==> src/rtl/priority_scan_encoder.sv <==
// Purpose: streams the indices of the set bits of a request vector, one per beat, MSB- or LSB-first, up to MAX_EMIT beats.
// Latency: first beat is valid the cycle after the vector is accepted; one vector in flight, beats+1 cycles per vector.
// Backpressure: out_ready low freezes every out_* signal; a new vector is accepted only once the last beat is taken.
module priority_scan_encoder #(
    parameter int WIDTH    = 8,
    parameter int MAX_EMIT = WIDTH
) (
    input  logic                     clk,
    input  logic                     reset,
    input  logic                     in_valid,
    output logic                     in_ready,
    input  logic [WIDTH-1:0]         in_vec,
    input  logic                     lsb_first,
    output logic                     out_valid,
    input  logic                     out_ready,
    output logic [$clog2(WIDTH)-1:0] out_idx,
    output logic                     out_first,
    output logic                     out_last,
    output logic                     out_none
);
    localparam int IDXW = $clog2(WIDTH);
    // Beat counter must reach MAX_EMIT, which can equal WIDTH.
    localparam int CW   = $clog2(WIDTH + 1);

    typedef enum logic {
        IDLE = 1'b0,
        EMIT = 1'b1
    } state_t;

    state_t            state;
    state_t            state_nxt;
    logic [WIDTH-1:0]  work;
    logic              mode;
    logic [CW-1:0]     cnt;
    logic              first;

    logic [IDXW-1:0]   hi_idx;
    logic [IDXW-1:0]   lo_idx;
    logic [IDXW-1:0]   sel_idx;
    logic              work_zero;
    logic              one_hot;
    logic              at_limit;
    logic              last;
    logic              emit;
    logic              accept;
    logic              beat;

    // Highest and lowest set bit of the work register; later iterations win.
    always_comb begin
        hi_idx = '0;
        lo_idx = '0;
        for (int i = 0; i < WIDTH; i++) begin
            if (work[i]) hi_idx = IDXW'(i);
        end
        for (int i = WIDTH - 1; i >= 0; i--) begin
            if (work[i]) lo_idx = IDXW'(i);
        end
    end

    assign sel_idx   = mode ? lo_idx : hi_idx;
    assign work_zero = (work == '0);
    assign one_hot   = !work_zero && ((work & (work - WIDTH'(1))) == '0);
    assign at_limit  = (cnt == CW'(MAX_EMIT - 1));
    assign last      = work_zero || one_hot || at_limit;

    assign emit      = (state == EMIT);
    assign accept    = in_valid && (state == IDLE);
    assign beat      = emit && out_ready;

    // All outputs come from registered state; gated so IDLE presents zeros.
    assign in_ready  = (state == IDLE);
    assign out_valid = emit;
    assign out_idx   = emit ? sel_idx : '0;
    assign out_first = emit && first;
    assign out_last  = emit && last;
    assign out_none  = emit && work_zero;

    // Next-state: IDLE -> EMIT on accept, EMIT -> IDLE when the last beat is taken.
    always_comb begin
        state_nxt = state;
        case (state)
            IDLE:    if (accept)        state_nxt = EMIT;
            EMIT:    if (beat && last)  state_nxt = IDLE;
            default:                    state_nxt = IDLE;
        endcase
    end

    // State register.
    always_ff @(posedge clk or posedge reset) begin
        if (reset) state <= IDLE;
        else       state <= state_nxt;
    end

    // Work register, scan mode, beat count and first flag.
    always_ff @(posedge clk or posedge reset) begin
        if (reset) begin
            work  <= '0;
            mode  <= 1'b0;
            cnt   <= '0;
            first <= 1'b0;
        end else if (accept) begin
            work  <= in_vec;
            mode  <= lsb_first;
            cnt   <= '0;
            first <= 1'b1;
        end else if (beat) begin
            // Bits left over at the emit limit stay in work and are ignored.
            work  <= work & ~(WIDTH'(1) << sel_idx);
            cnt   <= cnt + CW'(1);
            first <= 1'b0;
        end
    end
endmodule

==> config.mk <==
export PLATFORM = sky130hd
export DESIGN_NAME = priority_scan_encoder
export DESIGN_NICKNAME = d
export VERILOG_FILES = /design/src/rtl/priority_scan_encoder.sv
export SDC_FILE = /design/constraint.sdc
export NUM_CORES = 1
export LEC_CHECK = 0
export CAP_MARGIN = 0
export CORE_MARGIN = 5
export CORE_UTILIZATION = 50
export DETAILED_ROUTE_END_ITERATION = 8
export PLACE_DENSITY = 0.88
export SYNTH_ARGS = -nofsm -noshare
export SYNTH_HDL_FRONTEND = slang
export SYNTH_SLANG_ARGS = --single-unit
export TNS_END_PERCENT = 1
==> constraint.sdc <==
create_clock -name clk -period 2.6 [get_ports clk]
set_input_delay 0.52 -clock clk [delete_from_list [all_inputs] [get_ports clk]]
set_output_delay 0.52 -clock clk [all_outputs]
set_load 0.01 [all_outputs]
**Word level (Yosys, flattened, before mapping)**

Cells that the tools add are included.

- Add/sub/neg operators: 2
- Equal/unequal tests: 1
- Shift operators: 1
- Muxes and demuxes: 26
- Bitwise gates (word level): 4
- Reductions and logical operators: 13

Operators with widths:

| cell | number |
|---|---|
| $mux W3 | 15 |
| $and A8 B8 Y8 | 2 |
| $logic_not A8 Y1 | 2 |
| $mux W8 | 2 |
| $mux W4 | 2 |
| $not A8 Y8 | 1 |
| $shl A1 B3 Y8 const A | 1 |
| $sub A8 B1 Y8 const B | 1 |
| $logic_and A1 B1 Y1 | 7 |
| $mux W1 | 5 |
| $add A4 B1 Y4 const B | 1 |
| $eq A4 B3 Y1 const B | 1 |
| $logic_or A1 B1 Y1 | 2 |
| $mux W2 | 1 |
| $pmux W1 S2 | 1 |
| $reduce_bool A2 Y1 | 1 |
| $logic_not A1 Y1 | 1 |
| $not A1 Y1 | 1 |

- Bits in registers: 15
- Input bits: 13
- Output and inout port bits: 8
- Word-level logic and storage cells: 52

**Logic depth before layout (Yosys ltp)**

- Word-level depth: 14
- Mapped depth: 7
- Mapped depth without buffers: 5

**Least setup slack after synthesis**

Ideal clock, no wire load.

- Kind: flip-flop to output port
- From: register work[2]
- To: output out_last
- Data arrival time: 1.655 ns
- Required time: 2.080 ns
- Slack: 0.425 ns
- Stages on the path, launching flop included: 8
- Path buffers: 2
- Cells stage by stage: dfrtp_1 buf_6 or4_4 buf_6 a211oi_2 o21ai_1 o311ai_1 and3_1

- Cells in the longest elaborated chain, start to end: 7
- Elaborated cells between the ends (all ways): 9
- Classes of those cells: 1 x add/sub; 1 x bitwise; 7 x reduce/logical

Ends and longest elaborated chain:

| what | line | source |
|---|---|---|
| from (decl) | 32 | `logic [WIDTH-1:0] work;` |
| from (signal assigned) | 102 | `work <= in_vec;` |
| from (signal assigned) | 108 | `work <= work & ~(WIDTH'(1) << sel_idx);` |
| $sub A8 B1 Y8 | 62 | `assign one_hot = !work_zero && ((work & (work - WIDTH'(1))) == '0);` |
| $and A8 B8 Y8 | 62 |  |
| $logic_not A8 Y1 | 62 |  |
| $logic_and A1 B1 Y1 | 62 |  |
| $logic_or A1 B1 Y1 * (2 in a row) | 64 | `assign last = work_zero \|\| one_hot \|\| at_limit;` |
| $logic_and A1 B1 Y1 * | 75 | `assign out_last = emit && last;` |
| to (decl) | 18 | `output logic out_last,` |

Mark *: on every way between the ends. The rest lies on a longest branch, timed or not.

**Final worst setup path**

- From: register work[0]
- To: output out_idx[2]

- Cells in the longest elaborated chain, start to end: 3

Ends and longest elaborated chain:

| what | line | source |
|---|---|---|
| $mux W3 | 56 | `if (work[i]) lo_idx = IDXW'(i);` |
| $mux W3 | 60 | `assign sel_idx = mode ? lo_idx : hi_idx;` |
| $mux W3 | 73 | `assign out_idx = emit ? sel_idx : '0;` |
| to (decl) | 16 | `output logic [$clog2(WIDTH)-1:0] out_idx,` |

No other way between the ends.

==> out/metrics.cfg <==
[run_status]
status = completed

[critical_path]
reg2reg_slack_ns = 0.78
cp_num_buf_inv = 2
path_max_fanout = 5
start_kind = flip-flop
arrival_ns = 1.97
worstPathRequired_ns = 2.08
cp_top_family = simple AND/OR/NAND/NOR gates
worstSetupPathType = flip-flop to primary output
crit_path_end_kind = primary output
cp_slowest_stage_delay_ns = 0.57
cp_cell_sequence = or4_4, buf_4, a211oi_1, dlygate4sd2_1
slowest_stage = or4_4

[clocking]
cts_buffers = 3
cts_tree = built
insertion_delay_ns = 0.30
htreeDepth = 1
clockRootBuffer = clkbuf_4
cts_buffer_depth = 2
clkSinkCount = 15
clk_pin_slew_ns = 0.09
post_cts_buffers = 0

[synthesis]
yosys-top-cells-area = dfrtp_1 (38%), a22oi_1 (6.0%), o211ai_1 (6.0%)
synth_cell_types = 39
synthCells = 115
synth_largest_area_cell = dfrtp_1
synth_seq_cells = 15
seq_area_frac_synth_pct = 37.6
synth.avg_cell_area_um2 = 8.68
synth_warnings = 0
synth_top_area_share_pct = 37.6
syn_nets = 129
netlist_area_um2 = 998

[floorplan]
core_area_um2 = 1940
boundaryPins = 21
start_util_pct = 51.4
die_h_um = 54.7
row_count = 16
die_w_um = 54.7
die_area_um2 = 2990

[power]
intPower_uw = 904
p_total_mw = 1.70
swShare_pct = 46.7
p_leak_nw = 0.574
ir_worst_vdd_uv = 735
p_per_area_nw_per_um2 = 1300
seqPwrFrac_pct = 27.4
p_comb_share_pct = 64.1
switchingPower_uw = 792
p_clk_share_pct = 8.5

[routing]
ant_nets = 0
drc = 0
vias = 1026
wirelength_um = 2800
viasPerCell = 6.18
wl_per_cell_um = 16.8
firstDrtPassIters = 4
drtIter0Drc = 44

[timing]
setup_viol = 0
fin_crit_sh_pct = 95.6
relSlewSlack_pct = 63.0
hold_violations = 0
fin_crit_ns = 2.49
fmax_mhz = 402
slew_violations = 0
rsz0062_at_grt = no
tns_ns = 0
fin_skew_ns = 0.00843
setup_ws_ns = 0.114
tightest_slew_ns = 0.554

[place]
port_buffers = 20
globalplace.congestion = 0.896
hpwl_um = 1990
place_ws_ns = 0.0508

[run]
drv_cap = 0

[cells_and_area]
nets = 154
n_fill_cell = 156
drive_gt1_share_pct = 16.5
synthToLayoutAreaGrowth_pct = 30.5
n_antenna_cell = 0

[global_routing]
grt_usage_pct = 21.7
grt_pass1_vias = 1008
grt_overflow = 0
grt_pass1_wl_um = 4600
grt_max_degree = 16
antenna_found_initial = 0

[min_path]
hp-class = flip-flop to flip-flop

[worst paths after layout]
path	from	end	cells past startpoint
min in group asynchronous	reset	work[3]$_DFFE_PP0P_	2
min	first$_DFFE_PP0P_	first$_DFFE_PP0P_	1
min reg2reg	first$_DFFE_PP0P_	first$_DFFE_PP0P_	1
max in group asynchronous	reset	work[6]$_DFFE_PP0P_	2
max	work[0]$_DFFE_PP0P_	out_idx[2]	4
max reg2reg	work[0]$_DFFE_PP0P_	work[6]$_DFFE_PP0P_	6
[layer usage]
layer	part of all wire [%]	wire, um	vias up	GRT usage, %
met5	0	0	-	0
met4	2.9	82	0	13.3
met3	5.5	154	9	2.72
met2	49	1380	43	34.8
met1	42	1180	496	27.3
li1	-	-	478	-
[placed cells by master (no fill, tap or decap), types with 2 or more instances in the layout]
master and instances:
clkdlybuf4s50_1 15, dfrtp_1 14, nand2_1 12, buf_4 11
nor2_1 9, o21ai_0 8, o211ai_1 8, a22oi_1 8
inv_1 4, nor2b_1 3, nor3_1 3, clkbuf_4 3
dlygate4sd2_1 3, and2_1 2, nand2b_1 2, a21oi_1 2
nand3b_1 2, or4_1 2, a31oi_1 2
[cell type report]
class                   count  area, um^2  share of cell area, %
well taps                  27        33.8                   2.59
clock buffers               4        26.3                   2.02
multi-input cells          85         574                   44.1
inverters                   4        15.0                   1.15
repair buffers             31         277                   21.2
flip-flops and latches     15         377                   28.9
[sequential cells by signal (all words and copies together), names as in the netlist]
signal	flops
mode	1
cnt	4
first	1
work	8
out_valid	1
[through the flow]
step	util [%]	hold WS (ns)	cell area (um^2)	instances
final	67.1	0.477	1300	166
after global routing	67.1	0.494	1300	166
after CTS	67.2	0.478	1310	166
after detailed placement	64.6	0.461	1250	162
after global placement	64.6	0.451	1250	162
after floorplan	-	0.421	998	115
[logic make-up (layout without fill, tap and decap cells)]
logic type | count (synthesis) | count (layout) | synth area share (%)
compound gates | 42 | 42 | 30.7
fa+ha+maj | 2 | 2 | 2.26
mux | 2 | 2 | 2.13
simple gates | 39 | 39 | 19.8
buf+inv | 15 | 39 | 7.52
flops | 15 | 15 | 37.6
[cell usage after synthesis]
master     number
a2111oi_2       1
a211oi_1        1
a211oi_2        1
a21o_1          1
a21oi_1         2
a221oi_1        2
a22o_1          1
a22oi_1         8
a31oi_1         2
and2_1          2
and3_1          1
buf_2           3
buf_6           2
clkbuf_1        6
dfrtp_1        15
ha_1            1
inv_1           4
maj3_1          1
mux2_2          1
mux2i_1         1
nand2_1        12
nand2b_1        2
nand3b_1        2
nand4_1         1
nor2_1          9
nor2b_1         3
nor3_1          3
o211ai_1        8
o21ai_0         8
o21ai_1         1
o22ai_1         1
o311ai_1        1
o31a_1          1
o31ai_1         1
o32a_1          1
o32ai_1         1
or2_2           1
or4_1           2
or4_4           1
[power groups by stage]
stage / combinational (mW) / clock, mW / sequential (mW)
2_1_floorplan: 0.718 / 0 / 0.400
3_3_place_gp: 1.02 / 0 / 0.450
3_5_place_dp: 1.06 / 0 / 0.458
4_1_cts: 1.08 / 0.143 / 0.458
5_1_grt: 1.18 / 0.154 / 0.480
6_report: 1.09 / 0.144 / 0.464
[what timing repair did]
action	4_1_cts	5_1_grt
endpoints found under the hold margin	0	0
setup endpoints to repair	4	2
gates resized for setup	9	2
pin swaps	0	1
hold buffers	0	0
Power figures use the tool's default switching activity.
